<file path="src/rtl/router_output_ctrl.sv">
`default_nettype none
// ============================================================================
//  Module      : router_output_ctrl
//  Description : Output-port control for the 3-port ring router. It arbitrates
//                round-robin among the input controls that target this output,
//                returns one-hot grants and the mux select, and tracks the
//                single-entry output pipeline register (val/rdy downstream).
//  Revision    : 1.0 - initial release
// ============================================================================
module router_output_ctrl #(
    parameter int                     p_num_ports     = 3,
    parameter logic [p_num_ports-1:0] p_init_priority = {{(p_num_ports-1){1'b0}}, 1'b1}
) (
    input  logic                           clk,
    input  logic                           reset,     // asynchronous, active-low
    input  logic [p_num_ports-1:0]         reqs,
    output logic [p_num_ports-1:0]         grants,
    output logic [$clog2(p_num_ports)-1:0] sel,
    output logic                           reg_en,
    output logic                           out_val,
    input  logic                           out_rdy
);

    localparam int c_sel_nbits = $clog2(p_num_ports);

    logic                     full_q;
    logic                     full_d;
    logic [p_num_ports-1:0]   prio_q;
    logic [p_num_ports-1:0]   prio_d;

    logic                     w_can_accept;
    logic [c_sel_nbits-1:0]   w_prio_idx;
    logic [2*p_num_ports-1:0] w_reqs_rot_dbl;
    logic [p_num_ports-1:0]   w_reqs_rot;
    logic [p_num_ports-1:0]   w_pick_rot;
    logic [2*p_num_ports-1:0] w_pick_dbl;
    logic [p_num_ports-1:0]   w_grants_raw;

    // A slot is free when empty, or when the held message drains this cycle.
    assign w_can_accept = !full_q || out_rdy;

    // Binary index of the one-hot priority pointer.
    always_comb begin
        w_prio_idx = '0;
        for (int i = 0; i < p_num_ports; i++) begin
            if (prio_q[i]) begin
                w_prio_idx = c_sel_nbits'(i);
            end
        end
    end

    // Rotate requests so the priority port sits at bit 0, pick the lowest set
    // bit, then rotate the pick back: this scans from prio with wrap-around.
    always_comb begin
        w_reqs_rot_dbl = {reqs, reqs} >> w_prio_idx;
        w_reqs_rot     = w_reqs_rot_dbl[p_num_ports-1:0];
        w_pick_rot     = '0;
        for (int i = p_num_ports - 1; i >= 0; i--) begin
            if (w_reqs_rot[i]) begin
                w_pick_rot    = '0;
                w_pick_rot[i] = 1'b1;
            end
        end
        w_pick_dbl   = {w_pick_rot, w_pick_rot} << w_prio_idx;
        w_grants_raw = w_can_accept ? w_pick_dbl[2*p_num_ports-1:p_num_ports] : '0;
    end

    // Grants are suppressed while reset is held so nothing loads during reset.
    always_comb begin
        grants = reset ? w_grants_raw : '0;
        sel    = '0;
        for (int i = 0; i < p_num_ports; i++) begin
            if (grants[i]) begin
                sel = c_sel_nbits'(i);
            end
        end
        reg_en = |grants;
    end

    // Next state: load on grant, otherwise drain when downstream accepts;
    // priority moves to the port after the winner only when a grant happens.
    always_comb begin
        full_d = reg_en || (full_q && !out_rdy);
        prio_d = reg_en ? {grants[p_num_ports-2:0], grants[p_num_ports-1]} : prio_q;
    end

    // State registers with asynchronous active-low reset.
    always_ff @(posedge clk or negedge reset) begin
        if (!reset) begin
            full_q <= 1'b0;
            prio_q <= p_init_priority;
        end else begin
            full_q <= full_d;
            prio_q <= prio_d;
        end
    end

    assign out_val = full_q;

endmodule
`default_nettype wire

</file>
<file path="config.mk">
export PLATFORM = sky130hd
export DESIGN_NAME = router_output_ctrl
export DESIGN_NICKNAME = d
export VERILOG_FILES = /design/src/rtl/router_output_ctrl.sv
export SDC_FILE = /design/constraint.sdc
export NUM_CORES = 1
export LEC_CHECK = 0
export BUFFER_PORTS_ARGS = -buffer_cell sky130_fd_sc_hd__buf_2
export CELL_PAD_IN_SITES_DETAIL_PLACEMENT = 1
export CELL_PAD_IN_SITES_GLOBAL_PLACEMENT = 2
export CORE_AREA = 2 2 39 41
export DETAILED_ROUTE_END_ITERATION = 12
export DIE_AREA = 0 0 41 43
export GPL_ROUTABILITY_DRIVEN = 0
export GPL_TIMING_DRIVEN = 0
export PLACE_DENSITY_LB_ADDON = 0.1
export SKIP_LAST_GASP = 1
export SYNTH_ARGS = -nofsm -noshare
export SYNTH_HDL_FRONTEND = slang
export SYNTH_SLANG_ARGS = --single-unit
</file>
<file path="constraint.sdc">
create_clock -name clk -period 2.18 [get_ports clk]
set_input_delay 0.436 -clock clk [delete_from_list [all_inputs] [get_ports clk]]
set_output_delay 0.436 -clock clk [all_outputs]
set_load 0.03 [all_outputs]
</file>
-- Word level (Yosys, flattened, before mapping)
Index checks and enable logic that the tools add are counted.
Widths: inputs -> output; s select.
- register bits: 4
- input bits: 6
- word-level logic and storage cells: 19
- shift-type cells: 2
- mux-type cells: 9
- reductions and logical operators: 6
- operators with widths (operator ; number):
    $mux 3 ; 5
    $shl 6x2->6 ; 1
    $shr 6x2->3 ; 1
    $mux 2 ; 2
    $reduce_or 3->1 ; 1
    $logic_not 1->1 ; 2
    $logic_or 1x1->1 ; 2
    $mux 1 ; 2
    $logic_and 1x1->1 ; 1

-- Logic depth before layout (Yosys ltp)
Gate-level depths: netlist (run 1).
- depth in word-level cells: 11
- mapped depth: 5
- depth with buffers taken out: 3

-- Worst setup path after synthesis (run 1)
OpenSTA, ideal clock, no wires.
- kind: register -> output
- start point: register full_q, in the netlist out_val
- end point: output port sel[1]
- arrival time: 1.380 ns
- data required time: 1.744 ns
- path slack: 0.364 ns
- stages on the path, launching flop included: 6
- cell sequence: dfrtp_1 nand2b_4 and2_4 buf_6 o211a_1 buf_4
- word-level cells in the longest chain between the ends: 5
- ends and longest elaborated chain (what ; RTL line ; source):
    start: declaration ; 26 ; logic full_q;
    start signal: assignment ; 93 ; full_q <= full_d;
    $logic_not 1->1 ; 40 ; assign w_can_accept = !full_q || out_rdy;
    $logic_or 1x1->1 ; 40 ;
    $mux 3 ; 65 ; w_grants_raw = w_can_accept ? w_pick_dbl[2*p_num_ports-1:p_num_ports] : '0;
    $mux 3 ; 70 ; grants = reset ? w_grants_raw : '0;
    via grants[2] ; 17 ; output logic [p_num_ports-1:0] grants,
    $mux 2 ; 73 ; if (grants[i]) begin
    end: declaration ; 18 ; output logic [$clog2(p_num_ports)-1:0] sel,
The timed path passes the listed nets, and every way through them passes these cells.

-- Worst setup path in the final report (run 1)
- start point: register prio_q[1]
- end point: output port sel[1]
- word-level cells in the longest chain between the ends: 10
- ends and longest elaborated chain (what ; RTL line ; source):
    start: declaration ; 28 ; logic [p_num_ports-1:0] prio_q;
    start signal: assignment ; 91 ; prio_q <= p_init_priority;
    start signal: assignment ; 94 ; prio_q <= prio_d;
    $mux 1 (*) ; 46 ; if (prio_q[i]) begin
    $mux 2 (*) ; 46 ;
    $shr 6x2->3 ; 55 ; w_reqs_rot_dbl = {reqs, reqs} >> w_prio_idx;
    $mux 3 (3 in series) ; 59 ; if (w_reqs_rot[i]) begin
    $shl 6x2->6 (*) ; 64 ; w_pick_dbl = {w_pick_rot, w_pick_rot} << w_prio_idx;
    $mux 3 (*) ; 65 ;
    $mux 3 (*) ; 70 ;
    $mux 2 (*) ; 73 ;
Mark *: on every way between the ends. The rest lies on a longest branch, timed or not.

==> flow_metrics.tcl, run 1 <==
set metrics [dict create \
    drv_slew 0 \
    vias_per_cell 4.79 \
    fin_tns_setup_ps 0 \
    clockBufferDepth 2 \
    worst_setup_path_end_kind "output pin" \
    drcViolationCount 0 \
    cts_buffers 3 \
    grt_pass1_vias 267 \
    grt.overflow.total 0 \
    outcome "finished, final reports clean" \
    drive_above_1_share_pct 52.4 \
    grt_pass1_wl_mm 1.20 \
    swShare_pct 35.2 \
    crit_type "flip-flop to output pin" \
    hold_viol 0 \
    synth_cell_types 20 \
    dpl_cell_area_sq_um 332 \
    cts-resized-gates 0 \
    drt_iter0_markers 1 \
    slowest_stage "dfrtp_1" \
    pwr-share-seq_pct 26.6 \
    synth_top_area_share_pct 29.3 \
    final_core_util_pct 25.9 \
    finalCriticalPeriod_ps 1870 \
    start_kind "flip-flop" \
    grt_antenna_before_repair 0 \
    ys_warn_count 0 \
    fp.dieW_um 41 \
    dieArea_sq_mm 0.00176 \
    cp_top_family "flip-flops" \
    cts_tree "yes" \
    synthCells 27 \
    via_count 278 \
    path_clk_slew_ps 40 \
    rsz0062_at_grt "no" \
    ant_nets 0 \
    layout.cells.non_filler 58 \
    cp.required_ps 1740 \
    hp-class "input pin to async pin" \
    setup_violations 0 \
    num_rows 14 \
    max-slew-margin-rel_pct 78.5 \
    n_antenna_cell 0 \
    pwr-share-clk_pct 35.7 \
    final_area_sq_um 358 \
    yosys-top-cells-area "dfrtp_1 (29%), a32o_1 (7.8%), and3_2 (5.9%), o211ai_1 (5.9%), nand2b_4 (5.4%)" \
    peakVddDrop_mv 0.231 \
    syn_area_per_cell_sq_um 9.50 \
    grt_max_degree 9 \
    fillCellCount 170 \
    post_cts_buffers 0 \
    arrival_ps 1430 \
    root_buffer "clkbuf_4" \
    p_leak_uw 0.000191 \
    area_delta_synth_final_pct 39.5 \
    cp_num_buf_inv 2 \
    hold_buffers 0 \
    die_h_um 43 \
    worst_pin_slew_ps 322 \
    grt.total_usage_pct 11.2 \
    power_frac_comb_pct 37.8 \
    ys_seq_elements 3 \
    path_max_fanout 4 \
    power_density_mw_per_mm2 776 \
    avgRoutedWirePerCell_um 12.7 \
    p_sw_uw 97.9 \
    synth_seq_area_share_pct 29.3 \
    max_freq_ghz 0.536 \
    wl_um 736 \
    synth_nets 33 \
    fin_nets 49 \
    cap_violations 0 \
    syn_area_sq_um 256 \
    finClkSkew_ps 0.198 \
    clkSinkCount 3 \
    dp_cells 54 \
    max_stage_delay_ps 400 \
    period_share_pct 85.6 \
    io_buffers 11 \
    core_sq_mm 0.00138 \
    clk_latency_ps 230 \
    htree_levels 1 \
    drtPass1Iterations 2 \
    start_util_pct 18.5 \
    crit_chain "and2b_1 > nor2_1 > o211a_1 > buf_4 > buf_2" \
    worst_hold_slack_ps 17.4 \
    yosysTopAreaCell "dfrtp_1" \
    p_int_uw 180 \
    io_pins 13 \
]
==> stage by stage <==
stage / setup WS, ps / total power, uW
6_report: 314 / 278
5_1_grt: 225 / 302
4_1_cts: 293 / 283
3_5_place_dp: 369 / 179
3_3_place_gp: 376 / 178
2_1_floorplan: 364 / 151
==> synth_stat cells <==
cell type	number
clkbuf_2	1
dfrtp_1	3
and3_1	1
buf_4	1
a32o_1	2
buf_6	1
nand2_1	1
and3_2	2
o31ai_1	1
and2_4	1
o31a_2	1
o22ai_1	2
clkbuf_1	1
o211ai_1	2
nand2b_4	1
o211a_1	1
nor2b_1	1
nor2_1	2
mux2i_1	1
and2b_1	1
==> cell families (layout without fill, tap and decap cells) <==
kind of cell / count (synthesis) / in the layout / synth area share (%)
flip-flops: 3 / 3 / 29.3
multiplexers: 1 / 1 / 3.90
AO/OA/AOI/OAI: 9 / 9 / 29.3
AND/OR/NAND/NOR: 10 / 10 / 26.8
buffers and inverters: 4 / 19 / 10.7
==> sequential cells by signal, indices dropped and copies added, names as in the netlist <==
name	flops
out_val	1
prio_q	2
==> placed cells by master, fill, tap and decap left out, types with 2 or more instances in the layout <==
cell	Yosys	final
a32o_1	2	2
nor2_1	2	2
clkbuf_1	1	2
and3_2	2	2
dfrtp_1	3	3
buf_2	0	11
o22ai_1	2	2
o211ai_1	2	2
clkbuf_4	0	3
==> layout make-up <==
class | count | area (sq um) | share of cell area [%]
buffer | 4 | 27.5 | 7.69
timing repair buffer | 11 | 55.1 | 15.4
tap | 16 | 20.0 | 5.59
clock buffer | 4 | 26.3 | 7.34
sequential | 3 | 75.1 | 21.0
multi-input combinational | 20 | 154 | 43.0
==> path summary, 6_finish.rpt <==
kind | startpoint | end | slack [ps] | depth (start not counted)
worst max-delay path | prio_q[1] | sel[1] | 310 | 5
worst min-delay path | reset | prio_q[2] | 20 | 1
worst max register to register | out_val | prio_q[2] | 1080 | 4
worst min register to register | out_val | out_val | 540 | 2
max in group asynchronous | reset | prio_q[1] | 2020 | 1
min in group clk | out_rdy | out_val | 500 | 3
==> power groups by stage <==
stage / Sequential, uW / Combinational, uW / Clock [uW]
after global placement: 74.4 / 103 / 0
after floorplan: 75.7 / 75.4 / 0
after global routing: 76.3 / 116 / 110
after detailed placement: 75.1 / 104 / 0
final: 73.8 / 105 / 99.0
after CTS: 74.3 / 106 / 103
==> per-layer routing <==
metal,up-vias,track usage (%),part of all wire [%]
met5,-,0,0
met4,0,12.0,4.9
met3,4,3.14,4.1
met2,11,13.8,46
met1,131,14.0,44
li1,132,-,-
Power figures use the tool's default switching activity.
==> run 2, diff against run 1 <==
BUFFER_PORTS_ARGS = -buffer_cell sky130_fd_sc_hd__buf_4   (was -buffer_cell sky130_fd_sc_hd__buf_2)
CORE_AREA = default   (was 2 2 39 41)
CORE_MARGIN = 1   (was default)
CORE_UTILIZATION = 19   (was default)
DIE_AREA = default   (was 0 0 41 43)
clock period = 1.6 ns   (was 2.18 ns; I/O delays follow)
==> flow_metrics.tcl, run 2 (synthesized netlist as in run 1, its figures left out) <==
set metrics [dict create \
    violations "setup timing" \
    dp_cells 52 \
    n_antenna_cell 0 \
    via_count 290 \
    worstHoldStart "reset" \
    vias_per_cell 4.83 \
    finalCriticalPeriod_ps 1720 \
    crit_type "flip-flop to output pin" \
    final_common_cell "buf_4" \
    grt.total_usage_pct 13.2 \
    final_cell_mix "buf_4 (13), buf_6 (4), clkbuf_4 (3)" \
    path_max_fanout 3 \
    period_share_pct 107 \
    totalPowerFinal_uw 452 \
    fp.dieW_um 38.7 \
    crit_chain "and2b_2 > nor2_2 > o211a_4 > buf_4 > buf_6" \
    drcViolationCount 0 \
    arrival_ps 1400 \
    final_core_util_pct 38.9 \
    cap_violations 0 \
    wl_um 856 \
    worst_setup_path_end_kind "output pin" \
    clockBufferDepth 2 \
    drv_slew 0 \
    layout.cells.non_filler 60 \
    max-slew-margin-rel_pct 72.2 \
    grt_pass1_vias 275 \
    p_int_uw 295 \
    setup_violations 4 \
    root_buffer "clkbuf_4" \
    drtPass1Iterations 1 \
    swShare_pct 34.6 \
    num_rows 12 \
    power_frac_comb_pct 44.7 \
    min_to "out_val" \
    fin_ws_ps -115 \
    min_delay_path_depth 3 \
    htree_levels 1 \
    die_h_um 38.7 \
    grt_antenna_before_repair 0 \
    worst_pin_slew_ps 417 \
    hold_viol 0 \
    cts_tree "yes" \
    outcome "finished with violations" \
    pwr-share-clk_pct 30.4 \
    finClkSkew_ps 3.34 \
    slowest_stage "dfrtp_1" \
    clkSinkCount 3 \
    rrSetupSlack_ps 440 \
    io_pins 13 \
    cts_buffers 3 \
    p_sw_uw 156 \
    start_util_pct 21.6 \
    area_delta_synth_final_pct 80.0 \
    dp.final_hpwl_um 585 \
    pwr-share-seq_pct 24.9 \
    grt.overflow.total 0 \
    worstReg2RegEnd "prio_q[2]" \
    core_sq_mm 0.00119 \
    power_density_mw_per_mm2 978 \
    drt_iter0_markers 0 \
    dp_slack_ps 21.1 \
    max_freq_ghz 0.583 \
    max_stage_delay_ps 380 \
    fin_nets 53 \
    p_leak_uw 0.000218 \
    drive_above_1_share_pct 71.7 \
    avgRoutedWirePerCell_um 14.3 \
    reg2regPathDepth 4 \
    largest_reg_flops 2 \
    top_register "prio_q" \
    grt_pass1_wl_mm 1.26 \
    cp.required_ps 1280 \
    ant_nets 0 \
    path_clk_slew_ps 40 \
    rsz0062_at_grt "yes" \
    dieArea_sq_mm 0.00150 \
    grt_max_degree 9 \
    r2r_start "prio_q[1]" \
    hp-class "input pin to flip-flop" \
    peakVddDrop_mv 0.440 \
    clk_latency_ps 240 \
    io_buffers 11 \
    worst_hold_slack_ps 354 \
    start_kind "flip-flop" \
]
run 2: through the flow:
| step | setup TNS, ps | instance area [sq um] |
|---|---|---|
| after floorplan | 0 | 265 |
| after global placement | 0 | 365 |
| after detailed placement | 0 | 365 |
| after CTS | -134 | 423 |
| after global routing | -466 | 462 |
| final | -201 | 462 |
run 2: how the worst max path moves through the flow:
stage / end / start / cells past startpoint / slack (ps)
detailed placement: sel[1] / out_rdy / 7 / 20
global route: sel[1] / prio_q[1] / 5 / -170
CTS: sel[1] / prio_q[1] / 5 / -100
finish: sel[1] / prio_q[1] / 5 / -120
floorplan: sel[1] / out_val / 5 / 90
global placement: sel[1] / out_rdy / 7 / 30
run 2: layout make-up:
class	instances	area, sq um
plain buffers	2	11.3
clock buffers	4	26.3
fillers	143	724
multi-input cells	20	184
flip-flops and latches	3	77.6
well taps	14	17.5
repair buffers	17	145
run 2: what timing repair did:
item,4_1_cts,5_1_grt
hold buffers,1,0
hold endpoints to repair,3,0
setup buffers,3,2
resized for setup,4,7
pin swaps,0,1
setup endpoints to repair,6,5
run 2: metal layers:
layer	share of wire [%]	up-vias	global-route usage [%]
li1	-	140	-
met1	37	137	12.8
met2	56	10	22.1
met3	3.9	3	5.20
met4	2.7	0	10.3
met5	0	-	0
run 2: critical path, delay by kind of cell, from the launching register on:
kind	cells	cell delay, ps
compound gates	1	220
buf+inv	2	260
flops	1	380
simple gates	2	300
run 2: power groups by stage:
stage / clock network, uW / registers (uW) / logic, uW
global placement: 0 / 101 / 154
global route: 152 / 115 / 215
CTS: 137 / 110 / 169
finish: 137 / 112 / 202
floorplan: 0 / 104 / 107
detailed placement: 0 / 102 / 159
==> run 3, diff against run 2 <==
SETUP_SLACK_MARGIN = 0.1   (was default)
==> flow_metrics.tcl, run 3 (synthesized netlist as in run 1, its figures left out) <==
set metrics [dict create \
    outcome "finished with violations" \
    violations "setup timing" \
    grt.total_usage_pct 14.7 \
    cp.required_ps 1280 \
    route.met2.wl_um 546 \
    hold_viol 0 \
    max_stage_delay_ps 380 \
    final_common_cell "buf_4" \
    rrSetupSlack_ps 300 \
    clockBufferDepth 2 \
    avgRoutedWirePerCell_um 14.7 \
    root_buffer "clkbuf_4" \
    worst_setup_path_end_kind "output pin" \
    n_antenna_cell 0 \
    grt_pass1_wl_mm 1.43 \
    path_max_fanout 3 \
    cp_top_family "flip-flops" \
    start_util_pct 21.6 \
    fillCellCount 139 \
    grt_antenna_before_repair 0 \
    crit_chain "and2b_2 > nor2_2 > o211a_4 > buf_6 > buf_6" \
    slowest_stage "dfrtp_1" \
    htree_levels 1 \
    top_register "prio_q" \
    p_sw_uw 155 \
    start_kind "flip-flop" \
    max_freq_ghz 0.587 \
    seq_area_sq_um 76.3 \
    drtPass1Iterations 4 \
    pwr-share-seq_pct 21.9 \
    final_core_util_pct 42.1 \
    core_sq_mm 0.00119 \
    cap_violations 0 \
    pwr-share-clk_pct 29.8 \
    dp_slack_ps 32.9 \
    io_buffers 11 \
    path_clk_slew_ps 40 \
    p_int_uw 303 \
    drive_above_1_share_pct 68.0 \
    ant_nets 0 \
    largest_reg_flops 2 \
    p_leak_uw 0.000239 \
    grt.overflow.total 0 \
    arrival_ps 1380 \
    grt_max_degree 9 \
    multiInputGateArea_sq_um 175 \
    num_rows 12 \
    r2r_start "out_val" \
    drv_slew 0 \
    io_pins 13 \
    finClkSkew_ps 0.821 \
    die_h_um 38.7 \
    max-slew-margin-rel_pct 74.0 \
    drcViolationCount 0 \
    power_frac_comb_pct 48.4 \
    setup_violations 4 \
    fin_ws_ps -104 \
    via_count 313 \
    worst_pin_slew_ps 390 \
    dieArea_sq_mm 0.00150 \
    cp_num_buf_inv 2 \
    swShare_pct 33.8 \
    drt-met1-wl_um 340 \
    final_cell_mix "buf_4 (13), buf_6 (7), clkbuf_4 (3)" \
    cpMostUsedCell "buf_6" \
    cts_buffers 3 \
    fp.dieW_um 38.7 \
    routed.top_layer "met4" \
    clk_latency_ps 240 \
    fin_nets 57 \
    crit_start "prio_q[1]" \
    crit_type "flip-flop to output pin" \
    cts_tree "yes" \
    area_delta_synth_final_pct 94.6 \
    wl_um 943 \
    grt_pass1_vias 327 \
    period_share_pct 107 \
    finalCriticalPeriod_ps 1700 \
    power_density_mw_per_mm2 918 \
    drt_iter0_markers 3 \
    wl_met3_um 40 \
    rsz0062_at_grt "yes" \
    vias_per_cell 4.89 \
    worstHoldStart "reset" \
    clkSinkCount 3 \
    hp-class "input pin to flip-flop" \
    peakVddDrop_mv 0.498 \
]
-- run 3: changes by cell type in the layout (fill, tap and decap cells not counted) --
cell / delta
buf_6: +3
dfrtp_2: -1
dfrtp_1: +1
clkbuf_8: +1
o22ai_1: +1
nor2b_2: -1
nor2b_1: +1
o22ai_2: -1
-- run 3: power by group through the flow --
stage                     Clock, uW  Combinational, uW  Sequential (uW)
final                           136                222              100
after global routing            150                236              101
after CTS                       141                204             99.2
after detailed placement          0                162              102
after global placement            0                155              101
after floorplan                   0                108              104
-- run 3: worst paths after layout --
| path | depth (start not counted) | endpoint |
|---|---|---|
| setup / recovery | 5 | sel[1] |
| setup reg to reg | 6 | prio_q[2] |
| min in group asynchronous | 2 | prio_q[1] |
| hold / removal | 3 | out_val |
| max in group asynchronous | 2 | out_val |
| hold reg to reg | 2 | prio_q[1] |
-- run 3: area by class of cell --
class / count / share of cell area, %
Buffer: 4 / 8.02
Clock buffer: 4 / 5.26
Multi-Input combinational cell: 20 / 35.1
Sequential cell: 3 / 15.3
Tap cell: 14 / 3.51
Timing Repair Buffer: 19 / 32.8
-- run 3: per-stage QoR --
stage          power, uW  std cells  setup TNS [ps]  cell area (sq um)  hold slack [ps]
3_3_place_gp         256         52               0                369              125
3_5_place_dp         264         52               0                369              129
5_1_grt              487         64            -453                499              375
2_1_floorplan        212         27               0                269             24.4
4_1_cts              445         61            -247                462              349
6_report             459         64            -223                499              354
-- run 3: tightest hold or removal path, stage by stage --
cell and delay [ps]:
buf_4 100, o31ai_1 60, nand2_1 70
-- run 3: per-layer routing --
metal / track usage [%] / vias up
met1: 14.2 / 152
met3: 5.78 / 2
li1: - / 148
met5: 0 / -
met2: 25.0 / 11
met4: 10.3 / 0
-- run 3: what timing repair did --
| item | CTS | global route |
|---|---|---|
| gates resized for setup | 7 | 4 |
| buffers inserted | 4 | 3 |
| hold buffers | 1 | 0 |
| endpoints found under the setup margin | 6 | 6 |
| endpoints found under the hold margin | 3 | 0 |
| pin swaps | 2 | 2 |
